==> config.mk <==
export PLATFORM = sky130hd
export DESIGN_NAME = m_7seg_scan_ctrl_flat
export DESIGN_NICKNAME = d
export VERILOG_FILES = /design/src/rtl/m_7seg_scan_ctrl_pkg.sv /design/src/rtl/m_7seg_scan_ctrl_if.sv /design/src/rtl/m_7seg_scan_ctrl_tick.sv /design/src/rtl/m_7seg_scan_ctrl.sv /design/src/flat_wrapper.sv
export SDC_FILE = /design/constraint.sdc
export NUM_CORES = 1
export LEC_CHECK = 0
export CAP_MARGIN = 20
export CORE_ASPECT_RATIO = 0.6
export CORE_MARGIN = 2
export CORE_UTILIZATION = 45
export CTS_CLUSTER_SIZE = 20
export DETAILED_ROUTE_END_ITERATION = 10
export GPL_ROUTABILITY_DRIVEN = 0
export PLACE_DENSITY_LB_ADDON = 0.2
export SLEW_MARGIN = 20
export SYNTH_ARGS = -nofsm -noshare
export SYNTH_HDL_FRONTEND = slang
export SYNTH_SLANG_ARGS = --single-unit
==> constraint.sdc <==
create_clock -name I_CLK -period 2.1 [get_ports I_CLK]
set_input_delay 0.63 -clock I_CLK [delete_from_list [all_inputs] [get_ports I_CLK]]
set_output_delay 0.63 -clock I_CLK [all_outputs]
set_load 0.05 [all_outputs]
==> src/rtl/m_7seg_scan_ctrl_pkg.sv <==
// Shared types, default constants and the leading-zero blanking helper
// for the 7-segment scan controller.
package m_7seg_scan_ctrl_pkg;

  typedef enum logic [1:0] {
    IDLE  = 2'd0,
    BLANK = 2'd1,
    SHOW  = 2'd2
  } scan_state_e;

  localparam int MAX_DIGITS    = 8;
  localparam int DEF_N_DIGITS  = 4;
  localparam int DEF_PRESCALE  = 50000;
  localparam int DEF_BLANK_CYC = 500;

  // Bit i set when digit i and every digit above it hold zero; digit 0 is never blanked.
  function automatic logic [MAX_DIGITS-1:0] lzb_mask(input logic [4*MAX_DIGITS-1:0] disp,
                                                      input int n_digits);
    logic [MAX_DIGITS-1:0] mask;
    logic                  zero_above;
    mask       = '0;
    zero_above = 1'b1;
    for (int i = MAX_DIGITS - 1; i >= 1; i--) begin
      if (i < n_digits) begin
        zero_above = zero_above & (disp[4*i +: 4] == 4'd0);
        mask[i]    = zero_above;
      end
    end
    return mask;
  endfunction

endpackage

==> src/rtl/m_7seg_scan_ctrl_if.sv <==
// Host/display bundle of the scan controller; master is the host side,
// slave is the controller.
interface m_7seg_scan_ctrl_if #(
  parameter int N_DIGITS = 4
);
  logic                    enable;
  logic                    load;
  logic [4*N_DIGITS-1:0]   data;
  logic                    lzb;
  logic [3:0]              code;
  logic                    en;
  logic [N_DIGITS-1:0]     an;
  logic                    pending;
  logic                    frame;

  modport master (
    output enable, load, data, lzb,
    input  code, en, an, pending, frame
  );

  modport slave (
    input  enable, load, data, lzb,
    output code, en, an, pending, frame
  );
endinterface

==> src/rtl/m_7seg_scan_ctrl_tick.sv <==
// Slot timebase: counts cycles within a digit slot and walks the digit index,
// flagging blank end, slot end and frame end.
module m_scan_tick #(
  parameter int N_DIGITS  = 4,
  parameter int PRESCALE  = 50000,
  parameter int BLANK_CYC = 500,
  localparam int CNT_W    = (PRESCALE > 2) ? $clog2(PRESCALE) : 1,
  localparam int IDX_W    = (N_DIGITS > 2) ? $clog2(N_DIGITS) : 1
) (
  input  logic             clk,
  input  logic             srst,
  input  logic             clr,
  input  logic             run,
  output logic [IDX_W-1:0] idx,
  output logic             slot_end,
  output logic             blank_done,
  output logic             frame_end
);

  logic [CNT_W-1:0] cnt_reg;
  logic [IDX_W-1:0] idx_reg;

  assign idx       = idx_reg;
  assign slot_end  = run && (cnt_reg == CNT_W'(PRESCALE - 1));
  assign frame_end = slot_end && (idx_reg == IDX_W'(N_DIGITS - 1));

  generate
    if (BLANK_CYC > 0) begin : g_blank
      assign blank_done = run && (cnt_reg == CNT_W'(BLANK_CYC - 1));
    end else begin : g_no_blank
      assign blank_done = 1'b0;
    end
  endgenerate

  always_ff @(posedge clk) begin
    if (srst || clr) begin
      cnt_reg <= '0;
      idx_reg <= '0;
    end else if (run) begin
      if (slot_end) begin
        cnt_reg <= '0;
        idx_reg <= frame_end ? '0 : idx_reg + 1'b1;
      end else begin
        cnt_reg <= cnt_reg + 1'b1;
      end
    end
  end

endmodule

==> src/rtl/m_7seg_scan_ctrl.sv <==
// Time-multiplexed scan controller for N common-anode digits sharing one
// hex decoder, with blanking gaps, leading-zero blanking and frame-aligned loads.
module m_7seg_scan_ctrl
  import m_7seg_scan_ctrl_pkg::*;
#(
  parameter int N_DIGITS  = DEF_N_DIGITS,
  parameter int PRESCALE  = DEF_PRESCALE,
  parameter int BLANK_CYC = DEF_BLANK_CYC
) (
  input  logic                I_CLK,
  input  logic                I_RST,
  m_7seg_scan_ctrl_if.slave   bus
);

  localparam int IDX_W = (N_DIGITS > 2) ? $clog2(N_DIGITS) : 1;
  localparam int DW    = 4 * N_DIGITS;
  localparam scan_state_e SLOT_START = (BLANK_CYC == 0) ? SHOW : BLANK;

  scan_state_e           state_reg, state_next;
  logic [DW-1:0]         display_reg, pending_data_reg;
  logic                  pending_reg;
  logic [3:0]            code_reg;
  logic                  en_reg;
  logic [N_DIGITS-1:0]   an_reg;
  logic                  frame_reg;

  logic                  tick_clr, tick_run, apply_idle;
  logic [IDX_W-1:0]      idx;
  logic                  slot_end, blank_done, frame_end;

  m_scan_tick #(
    .N_DIGITS  (N_DIGITS),
    .PRESCALE  (PRESCALE),
    .BLANK_CYC (BLANK_CYC)
  ) u_tick (
    .clk        (I_CLK),
    .srst       (I_RST),
    .clr        (tick_clr),
    .run        (tick_run),
    .idx        (idx),
    .slot_end   (slot_end),
    .blank_done (blank_done),
    .frame_end  (frame_end)
  );

  always_comb begin
    state_next = state_reg;
    tick_clr   = 1'b0;
    tick_run   = 1'b0;
    apply_idle = 1'b0;
    case (state_reg)
      IDLE: begin
        tick_clr = 1'b1;
        if (bus.enable) begin
          apply_idle = 1'b1;
          state_next = SLOT_START;
        end
      end
      BLANK, SHOW: begin
        if (!bus.enable) begin
          tick_clr   = 1'b1;
          state_next = IDLE;
        end else begin
          tick_run = 1'b1;
          if (slot_end)
            state_next = SLOT_START;
          else if (blank_done)
            state_next = SHOW;
        end
      end
      default: state_next = IDLE;
    endcase
  end

  always_ff @(posedge I_CLK) begin
    if (I_RST) state_reg <= IDLE;
    else       state_reg <= state_next;
  end

  // A load landing on the boundary cycle stays pending; only the older value is applied.
  logic take_pending;
  assign take_pending = pending_reg && (apply_idle || frame_end);

  always_ff @(posedge I_CLK) begin
    if (I_RST) begin
      display_reg      <= '0;
      pending_data_reg <= '0;
      pending_reg      <= 1'b0;
    end else begin
      if (take_pending)
        display_reg <= pending_data_reg;
      if (bus.load) begin
        pending_data_reg <= bus.data;
        pending_reg      <= 1'b1;
      end else if (take_pending) begin
        pending_reg <= 1'b0;
      end
    end
  end

  logic [4*MAX_DIGITS-1:0] disp_ext;
  logic [MAX_DIGITS-1:0]   blank_mask;
  logic [3:0]              nibble;
  logic                    digit_blanked;
  logic [N_DIGITS-1:0]     an_onehot;

  assign disp_ext      = (4*MAX_DIGITS)'(display_reg);
  assign blank_mask    = lzb_mask(disp_ext, N_DIGITS);
  assign nibble        = display_reg[{idx, 2'b00} +: 4];
  assign digit_blanked = bus.lzb && blank_mask[idx];
  assign an_onehot     = N_DIGITS'(1) << idx;

  always_ff @(posedge I_CLK) begin
    if (I_RST) begin
      code_reg  <= '0;
      en_reg    <= 1'b0;
      an_reg    <= '0;
      frame_reg <= 1'b0;
    end else begin
      code_reg  <= '0;
      en_reg    <= 1'b0;
      an_reg    <= '0;
      frame_reg <= frame_end;
      if (bus.enable) begin
        case (state_reg)
          BLANK: code_reg <= nibble;
          SHOW: begin
            code_reg <= nibble;
            an_reg   <= digit_blanked ? '0 : an_onehot;
            en_reg   <= !digit_blanked;
          end
          default: ;
        endcase
      end
    end
  end

  assign bus.code    = code_reg;
  assign bus.en      = en_reg;
  assign bus.an      = an_reg;
  assign bus.frame   = frame_reg;
  assign bus.pending = pending_reg;

endmodule

==> src/flat_wrapper.sv <==
// flat-port wrapper written by rule: the top's interface ports become plain ports
module m_7seg_scan_ctrl_flat import m_7seg_scan_ctrl_pkg::*;
#(
  parameter int N_DIGITS  = DEF_N_DIGITS,
  parameter int PRESCALE  = DEF_PRESCALE,
  parameter int BLANK_CYC = DEF_BLANK_CYC
)
  (I_CLK, I_RST, bus_enable, bus_load, bus_data, bus_lzb, bus_code, bus_en, bus_an, bus_pending, bus_frame);
  m_7seg_scan_ctrl_if #(.N_DIGITS(N_DIGITS)) bus_i ();
  input  logic I_CLK;
  input  logic I_RST;
  input wire logic [$bits(bus_i.enable)-1:0] bus_enable;
  input wire logic [$bits(bus_i.load)-1:0] bus_load;
  input wire logic [$bits(bus_i.data)-1:0] bus_data;
  input wire logic [$bits(bus_i.lzb)-1:0] bus_lzb;
  output wire logic [$bits(bus_i.code)-1:0] bus_code;
  output wire logic [$bits(bus_i.en)-1:0] bus_en;
  output wire logic [$bits(bus_i.an)-1:0] bus_an;
  output wire logic [$bits(bus_i.pending)-1:0] bus_pending;
  output wire logic [$bits(bus_i.frame)-1:0] bus_frame;
  assign bus_i.enable = bus_enable;
  assign bus_i.load = bus_load;
  assign bus_i.data = bus_data;
  assign bus_i.lzb = bus_lzb;
  assign bus_code = bus_i.code;
  assign bus_en = bus_i.en;
  assign bus_an = bus_i.an;
  assign bus_pending = bus_i.pending;
  assign bus_frame = bus_i.frame;
  m_7seg_scan_ctrl #(.N_DIGITS(N_DIGITS), .PRESCALE(PRESCALE), .BLANK_CYC(BLANK_CYC)) u_core (.I_CLK(I_CLK), .I_RST(I_RST), .bus(bus_i));
endmodule
==> results of run 1 <==
==> cells by family (layout without fill, tap and decap cells) <==
group           count (synthesis)  count (layout)  share of synthesized area [%]
flops                          63              63                           47.0
mux                            38              38                           16.1
fa+ha+maj                       5               5                           2.33
buf+inv                        17              64                           4.20
xor+xnor                       14              14                           4.57
compound gates                 18              18                           5.41
simple gates                  107             107                           20.4
==> Yosys cell counts (all sizes together) (3+ instances only) <==
cell,n,share of area [%]
nand4,6,1.6
nor4,5,1.7
xnor2,4,1.3
nand2,10,1.4
and4,3,0.98
nor2,55,7.7
mux2i,34,13
and3,4,1.2
inv,4,0.56
dfxtp,63,47
buf,4,1.4
ha,5,2.3
nor3,3,0.56
nand3,7,1.3
xor2,10,3.3
nor3b,7,2.0
a21oi,4,0.75
mux4,4,3.4
clkbuf,8,1.9
==> where the power goes <==
part	switching [µW]	leakage, µW	internal, µW
sequential	19.7	0.000511	1220
combinational	87.4	0.000847	101
clock	477	0.000109	706
total	584	0.00147	2030
==> per-layer routing <==
layer / vias up / GRT usage (%) / wire length (µm)
li1: 1007 / - / -
met1: 877 / 27.8 / 2880
met2: 64 / 23.6 / 2030
met3: 8 / 5.41 / 361
met4: 0 / 7.09 / 83
met5: - / 0 / 0
==> cell type report <==
cell class	count	area [µm²]	area share, %
clock buffers	10	138	4.09
clock inverters	6	92.6	2.75
repair buffers	44	454	13.5
well taps	80	100	2.97
multi-input cells	182	1310	38.8
inverters	4	15.0	0.446
flip-flops and latches	63	1260	37.4
==> per-stage QoR <==
stage	setup TNS [ns]	cell area (µm²)	total power [µW]	instances	hold WS (ns)
6_report	0	3370	2610	389	0.495
5_1_grt	0	3370	2720	389	0.539
4_1_cts	0	3360	2640	389	0.501
3_5_place_dp	-2.34	3130	1460	373	0.482
3_3_place_gp	-2.11	3130	1450	373	0.472
2_1_floorplan	0	2680	1380	262	0.459
==> path summary, 6_finish.rpt <==
path | cells past startpoint | startpoint | end
max | 1 | u_core.bus.code[0] | bus_code[0]
max reg2reg | 8 | u_core.state_reg[1] | u_core.display_reg[0]
min | 2 | u_core.pending_data_reg[15] | u_core.display_reg[15]
min reg2reg | 2 | u_core.pending_data_reg[15] | u_core.display_reg[15]
==> qor.yml, run 1 <==
clock_tree:
  clkTransAtPathRegs_ns: 0.07
  cts_tree: "done"
  root_buffer: "clkbuf_8"
  clk_latency_ns: 0.34
  clk_path_buf_depth: 2
  post_cts_buffers: 0
  cts_hold_buf: 0
  cts_buffers: 9
  cts.sinks: 63
  cts_resized: 1
  cts_max_level: 3
worst_setup_path:
  crit_chain: "clkdlybuf4s50_1"
  cp_top_family: "buffers and inverters"
  critPathMaxStageDelay_ns: 0.79
  required_ns: 1.47
  worstSetupStartpointType: "register"
  r2r_slack_ns: 0.16
  path_buf_inv: 1
  arrival_ns: 1.43
  path_max_fanout: 1
  crit_type: "register to primary output"
  cp-end-kind: "primary output"
  crit_slowest_cell: "clkdlybuf4s50_1"
global_route:
  grt_max_degree: 37
  grt_pass1_vias: 1881
  antenna_found_initial: 0
  grt_usage_pct: 18.2
  globalRouteOverflowTotal: 0
  grt_pass1_wl_um: 9300
final_layout:
  final_layout_size_suffix_gt1_share_pct: 13.3
  nNetsFinal: 330
  final_cell_mix: "63 x dfxtp_1, 55 x nor2_1, 34 x mux2i_1"
  final_common_cell: "dfxtp_1"
  area_delta_synth_final_pct: 25.6
  nFillCells: 520
  n_antenna_cell: 0
  final_util_pct: 59.6
synth:
  synth_enable_flop_cells: 0
  synth_area_per_cell_um2: 10.2
  synth.distinct_cells: 45
  netlist_area_um2: 2680
  yosysWarnings: 0
  synthesis.nets: 288
  ys_ff_latch: 63
  syn_inst: 262
  async_reset_ff_share_pct: 0
  ys_seq_area_share_pct: 47.0
  synth_ff_type: "dfxtp_1"
power_and_ir_drop:
  power_density_nw_per_um2: 776
  ir_drop_v: 0.000447
  p_leak_uw: 0.00147
timing:
  finalCritPeriodShare_pct: 98.3
  setup_ws_ns: 0.0358
  setup_viol: 0
  tightest_slew_ns: 0.550
  slew_violations: 0
  fmax_ghz: 0.484
  hold_viol: 0
  timing.final.crit_period_ns: 2.06
  rsz0062_at_grt: "false"
  finClkSkew_ns: 0.00883
  slew_headroom_pct: 63.0
routing:
  wire_per_inst_um: 13.8
  drc: 0
  ant_nets: 0
  vias_per_cell: 5.03
  drt_iter0_markers: 210
  wirelength_um: 5360
  drtPass1Iterations: 4
  vias: 1956
job:
  cap_violations: 0
floorplan:
  die-area_um2: 6610
  io-pin-count: 32
  rows: 21
  core_um2: 5650
  die_h_um: 63.8
  start_util_pct: 47.5
  die_x_um: 104
placement:
  place_ws_ns: -0.137
  hpwlAfterDp_um: 3770
  port_buffers: 31
run_status:
  status: "completed"
hold_path:
  hp-class: "register to register"
(Power assumes the default switching activity.)
==> run 2: changes to the inputs <==
==> constraint.sdc (replaced) <==
create_clock -name I_CLK -period 1.7 [get_ports I_CLK]
set_input_delay 0.51 -clock I_CLK [delete_from_list [all_inputs] [get_ports I_CLK]]
set_output_delay 0.51 -clock I_CLK [all_outputs]
set_load 0.05 [all_outputs]
==> qor.yml, run 2 (same netlist as run 1, synthesis figures left out) <==
run_status:
  status: "finished, violations left"
  violations: "negative setup slack"
placement:
  hpwlAfterDp_um: 4370  # +16%
  place_ws_ns: -0.412  # -0.275 ns
  dp_cells: 398  # +6.7%
  port_buffers: 31  # unchanged
worst_setup_path:
  path_max_fanout: 16  # +15
  crit_chain: "clkdlybuf4s50_1 > and4_4 > and3_4 > a41oi_4 > buf_12 > mux2i_2 > nor2_1"
  arrival_ns: 1.97  # +0.54 ns
  crit_slowest_cell: "clkdlybuf4s50_1"
  path_buf_inv: 2  # +1
  cp_top_family: "buffers and inverters"
  cp-end-kind: "register"
  worstSetupStartpointType: "primary input"
  crit_type: "primary input to register"
  critPathMaxStageDelay_ns: 0.43  # -0.36 ns
  required_ns: 1.92  # +0.45 ns
final_layout:
  nNetsFinal: 356  # +7.9%
  final_common_cell: "dfxtp_1"
  final_util_pct: 66.3  # +6.6 points
  final_cell_mix: "57 x dfxtp_1, 55 x nor2_1, 34 x buf_4"
  final_layout_size_suffix_gt1_share_pct: 28.4  # +15 points
  final_cells: 415  # +6.7%
  area_delta_synth_final_pct: 39.6
  n_antenna_cell: 0  # unchanged
timing:
  tightest_slew_ns: 0.326  # -0.224 ns
  rsz0062_at_grt: "true"
  setup_viol: 17  # +17
  slew_violations: 0  # unchanged
  fmax_ghz: 0.569
  hold_viol: 0  # unchanged
  finalCritPeriodShare_pct: 103
  finClkSkew_ns: 0.00621  # -0.00263 ns
  timing.final.crit_period_ns: 1.76
  setup_ws_ns: -0.0579  # -0.0937 ns
  slew_headroom_pct: 78.0  # +15 points
routing:
  drtPass1Iterations: 4  # unchanged
  ant_nets: 0  # unchanged
  drt_iter0_markers: 157  # -25%
  drc: 0  # unchanged
  vias_per_cell: 5.08  # +1.1%
  wire_per_inst_um: 14.2  # +3.1%
  wirelength_um: 5890  # +10%
  vias: 2110  # +7.9%
floorplan:
  die_h_um: 63.8  # unchanged
  core_um2: 5650  # unchanged
  io-pin-count: 32  # unchanged
  die_x_um: 104  # unchanged
  die-area_um2: 6610  # unchanged
  start_util_pct: 47.5  # unchanged
  rows: 21  # unchanged
clock_tree:
  clkTransAtPathRegs_ns: 0.07  # about the same
  cts_tree: "done"
  clk_path_buf_depth: 2  # unchanged
  cts_max_level: 3  # unchanged
  clk_latency_ns: 0.33  # about the same
  root_buffer: "clkbuf_8"
  cts.sinks: 63  # unchanged
  cts_hold_buf: 0  # unchanged
  cts_buffers: 9  # unchanged
power_and_ir_drop:
  power_density_nw_per_um2: 875  # +13%
  p_int_uw: 2570  # +27%
  finalPower_uw: 3280  # +25%
  netSwitchingPower_uw: 709  # +21%
  p_leak_uw: 0.00158  # +7.3%
  seqPwrFrac_pct: 46.9  # -0.6 points
  ir_drop_v: 0.000543  # +21%
  p_comb_share_pct: 8.4  # +1.2 points
  switching_share_pct: 21.6  # -0.71 points
  p_clk_share_pct: 44.8  # -0.5 points
hold_path:
  hp-class: "register to register"
job:
  cap_violations: 0  # unchanged
global_route:
  antenna_found_initial: 0  # unchanged
  grt_max_degree: 28  # -24%
  grt_usage_pct: 19.7  # +1.5 points
  globalRouteOverflowTotal: 0  # unchanged
  grt_pass1_vias: 2032  # +8.0%
  grt_pass1_wl_um: 10200  # +9.5%
run 2: cell types whose count changed in the layout (fill, tap and decap cells not counted), moves of 4 or more:
cell,before,now
buf_4,11,34
buf_12,3,14
dfxtp_1,63,57
dfxtp_2,0,6
dlymetal6s2s_1,5,0
clkdlybuf4s50_1,24,20
run 2: layer usage:
layer	GRT usage [%]	vias up	wire length, µm
met5	0	-	0
met4	6.42	0	40
met3	6.94	4	407
met2	26.0	66	2330
met1	29.6	979	3110
li1	-	1061	-
run 2: what timing repair did:
action | CTS | global route
setup buffers | 0 | 1
gates resized for setup | 1 | 15
endpoints found under the setup margin | 17 | 31
endpoints found under the hold margin | 0 | 0
pin swaps | 0 | 3
run 2: cell type report:
cell class / instances / area [µm²]
clock inverter: 5 / 80.1
tap: 80 / 100
clock buffer: 11 / 151
sequential: 63 / 1270
multi-input combinational: 182 / 1370
fill: 449 / 1910
timing repair buffer: 70 / 758
inverter: 4 / 15.0
run 2: path summary, 6_finish.rpt:
kind,startpoint,end,slack [ns],cells past startpoint
min reg2reg,u_core.pending_data_reg[7],u_core.display_reg[7],0.50,2
max reg2reg,u_core.state_reg[0],u_core.display_reg[8],-0.05,8
min,u_core.pending_data_reg[7],u_core.display_reg[7],0.50,2
max,bus_enable,u_core.display_reg[8],-0.06,7
run 2: through the flow:
step | cell area (µm²) | TNS [ns] | hold WS [ns]
floorplan | 2710 | -3.58 | 0.459
finish | 3740 | -0.691 | 0.502
detailed placement | 3440 | -12.60 | 0.481
global placement | 3440 | -12.04 | 0.475
global route | 3740 | -1.91 | 0.519
CTS | 3680 | -0.897 | 0.498
run 2: worst min-delay path, cell delays in order (launching register included):
cell,delay [ns]
dfxtp_1,0.33
mux2i_1,0.07
nor2_1,0.07
run 2: power groups by stage:
stage | combinational [µW] | clock (µW) | sequential, µW
global placement | 260 | 0 | 1570
global route | 298 | 1570 | 1540
CTS | 271 | 1490 | 1540
floorplan | 146 | 0 | 1570
finish | 274 | 1470 | 1540
detailed placement | 266 | 0 | 1570
==> run 3: changes to the inputs <==
--- a/config.mk
+++ b/config.mk
@@ -13,6 +13,7 @@
 export DETAILED_ROUTE_END_ITERATION = 10
 export GPL_ROUTABILITY_DRIVEN = 0
 export PLACE_DENSITY_LB_ADDON = 0.2
+export SKIP_CTS_REPAIR_TIMING = 1
 export SLEW_MARGIN = 20
 export SYNTH_ARGS = -nofsm -noshare
 export SYNTH_HDL_FRONTEND = slang
==> qor.yml, run 3 (same netlist as run 1, synthesis figures left out) <==
run_status:
  status: "finished, violations left"
  violations: "negative setup slack"
final_layout:
  nNetsFinal: 357  # +0.28%
  n_antenna_cell: 0  # unchanged
  final_layout_size_suffix_gt1_share_pct: 28.9  # +0.51 points
  final_common_cell: "dfxtp_1"
  area_delta_synth_final_pct: 40.2
  nFillCells: 448  # -0.22%
  final_cells: 416  # +0.24%
  design_area_um2: 3760  # +0.43%
  final_cell_mix: "57 x dfxtp_1, 55 x nor2_1, 35 x buf_4"
routing:
  vias_per_cell: 5.15  # +1.2%
  wire_per_inst_um: 14.3  # +0.49%
  vias: 2141  # +1.5%
  ant_nets: 0  # unchanged
  drtPass1Iterations: 5  # +1
  wirelength_um: 5940  # +0.73%
  drt_iter0_markers: 182  # +16%
  drc: 0  # unchanged
clock_tree:
  cts_buffers: 9  # unchanged
  root_buffer: "clkbuf_8"
  clkTransAtPathRegs_ns: 0.07  # about the same
  clk_latency_ns: 0.34  # about the same
  cts_tree: "done"
  cts_max_level: 3  # unchanged
  clk_path_buf_depth: 2  # unchanged
  cts.sinks: 63  # unchanged
timing:
  rsz0062_at_grt: "true"
  slew_violations: 0  # unchanged
  finalCritPeriodShare_pct: 104  # +0.65 points
  fmax_ghz: 0.565  # -0.62%
  hold_viol: 0  # unchanged
  timing.final.crit_period_ns: 1.77  # +0.0110 ns
  finClkSkew_ns: 0.00466  # -0.00155 ns
  slew_headroom_pct: 79.3  # +1.3 points
  tightest_slew_ns: 0.307  # -0.0194 ns
  setup_viol: 17  # unchanged
  setup_ws_ns: -0.0689  # -0.0110 ns
job:
  cap_violations: 0  # unchanged
floorplan:
  die-area_um2: 6610  # unchanged
  start_util_pct: 47.5  # unchanged
  die_x_um: 104  # unchanged
  core_um2: 5650  # unchanged
  rows: 21  # unchanged
  die_h_um: 63.8  # unchanged
  io-pin-count: 32  # unchanged
worst_setup_path:
  crit_type: "primary input to register"
  path_max_fanout: 3  # -13
  cp-end-kind: "register"
  critPathMaxStageDelay_ns: 0.48  # +0.05 ns
  required_ns: 1.98  # +0.06 ns
  arrival_ns: 2.05  # +0.08 ns
  worstSetupStartpointType: "primary input"
  cp_top_family: "simple AND/OR/NAND/NOR gates"
  crit_slowest_cell: "clkdlybuf4s50_1"
  crit_chain: "clkdlybuf4s50_1 > and4_4 > and3_4 > buf_4 > nand2_4 > or3_4 > a21oi_2"
  path_buf_inv: 2  # unchanged
placement:
  hpwlAfterDp_um: 4370  # unchanged
  dp_cells: 398  # unchanged
  port_buffers: 31  # unchanged
  placed_cell_area_um2: 3440  # unchanged
global_route:
  grt_pass1_wl_um: 10100  # -0.54%
  globalRouteOverflowTotal: 0  # unchanged
  grt_usage_pct: 19.6  # -0.13 points
  antenna_found_initial: 0  # unchanged
  grt_pass1_vias: 2031  # -0.049%
  grt_max_degree: 28  # unchanged
hold_path:
  hp-class: "register to register"
power_and_ir_drop:
  p_leak_uw: 0.00161  # +1.9%
  ir_drop_v: 0.000544  # +0.15%
  power_density_nw_per_um2: 873  # -0.29%
## run 3: changes by cell type in the layout (fill, tap and decap cells not counted), sizes merged
cell and change:
buf +1
## run 3: final cells by class
type / count / area, µm² / area share [%]
sequential: 63 / 1270 / 33.7
clock buffer: 11 / 151 / 4.03
multi-input combinational: 182 / 1380 / 36.7
timing repair buffer: 71 / 766 / 20.4
clock inverter: 5 / 80.1 / 2.13
inverter: 4 / 15.0 / 0.399
tap: 80 / 100 / 2.66
## run 3: routing by layer
metal	vias to the layer above	part of all wire (%)	GRT usage, %
li1	1063	-	-
met1	999	52	29.5
met2	70	40	25.9
met3	9	7.2	6.02
met4	0	1.2	7.43
met5	-	0	0
## run 3: worst paths after layout
kind	from	end	slack [ns]	cells after the start
setup / recovery	bus_enable	u_core.u_tick.idx[0]	-0.07	7
hold / removal	u_core.pending_data_reg[7]	u_core.display_reg[7]	0.50	2
setup reg to reg	u_core.state_reg[0]	u_core.u_tick.idx[0]	-0.05	8
hold reg to reg	u_core.pending_data_reg[7]	u_core.display_reg[7]	0.50	2
## run 3: worst min-delay path, stage by stage, from the launching register on
cell and delay [ns]:
dfxtp_1 0.33, mux2i_1 0.06, nor2_1 0.07
## run 3: power by group
group / internal (µW) / switching, µW
sequential: 1510 / 24.6
combinational: 154 / 120
clock: 902 / 569
total: 2570 / 714
## run 3: through the flow
stage          utilization [%]  TNS, ns  worst slack (ns)  hold WS (ns)  power (µW)
3_5_place_dp              60.9   -12.60            -0.412         0.481        1830
3_3_place_gp              60.9   -12.04            -0.387         0.475        1830
4_1_cts                   65.0   -0.942           -0.0752         0.498        3300
6_report                  66.6   -0.578           -0.0689         0.500        3280
5_1_grt                   66.6    -1.93            -0.131         0.519        3410
2_1_floorplan                -    -3.58            -0.253         0.459        1710
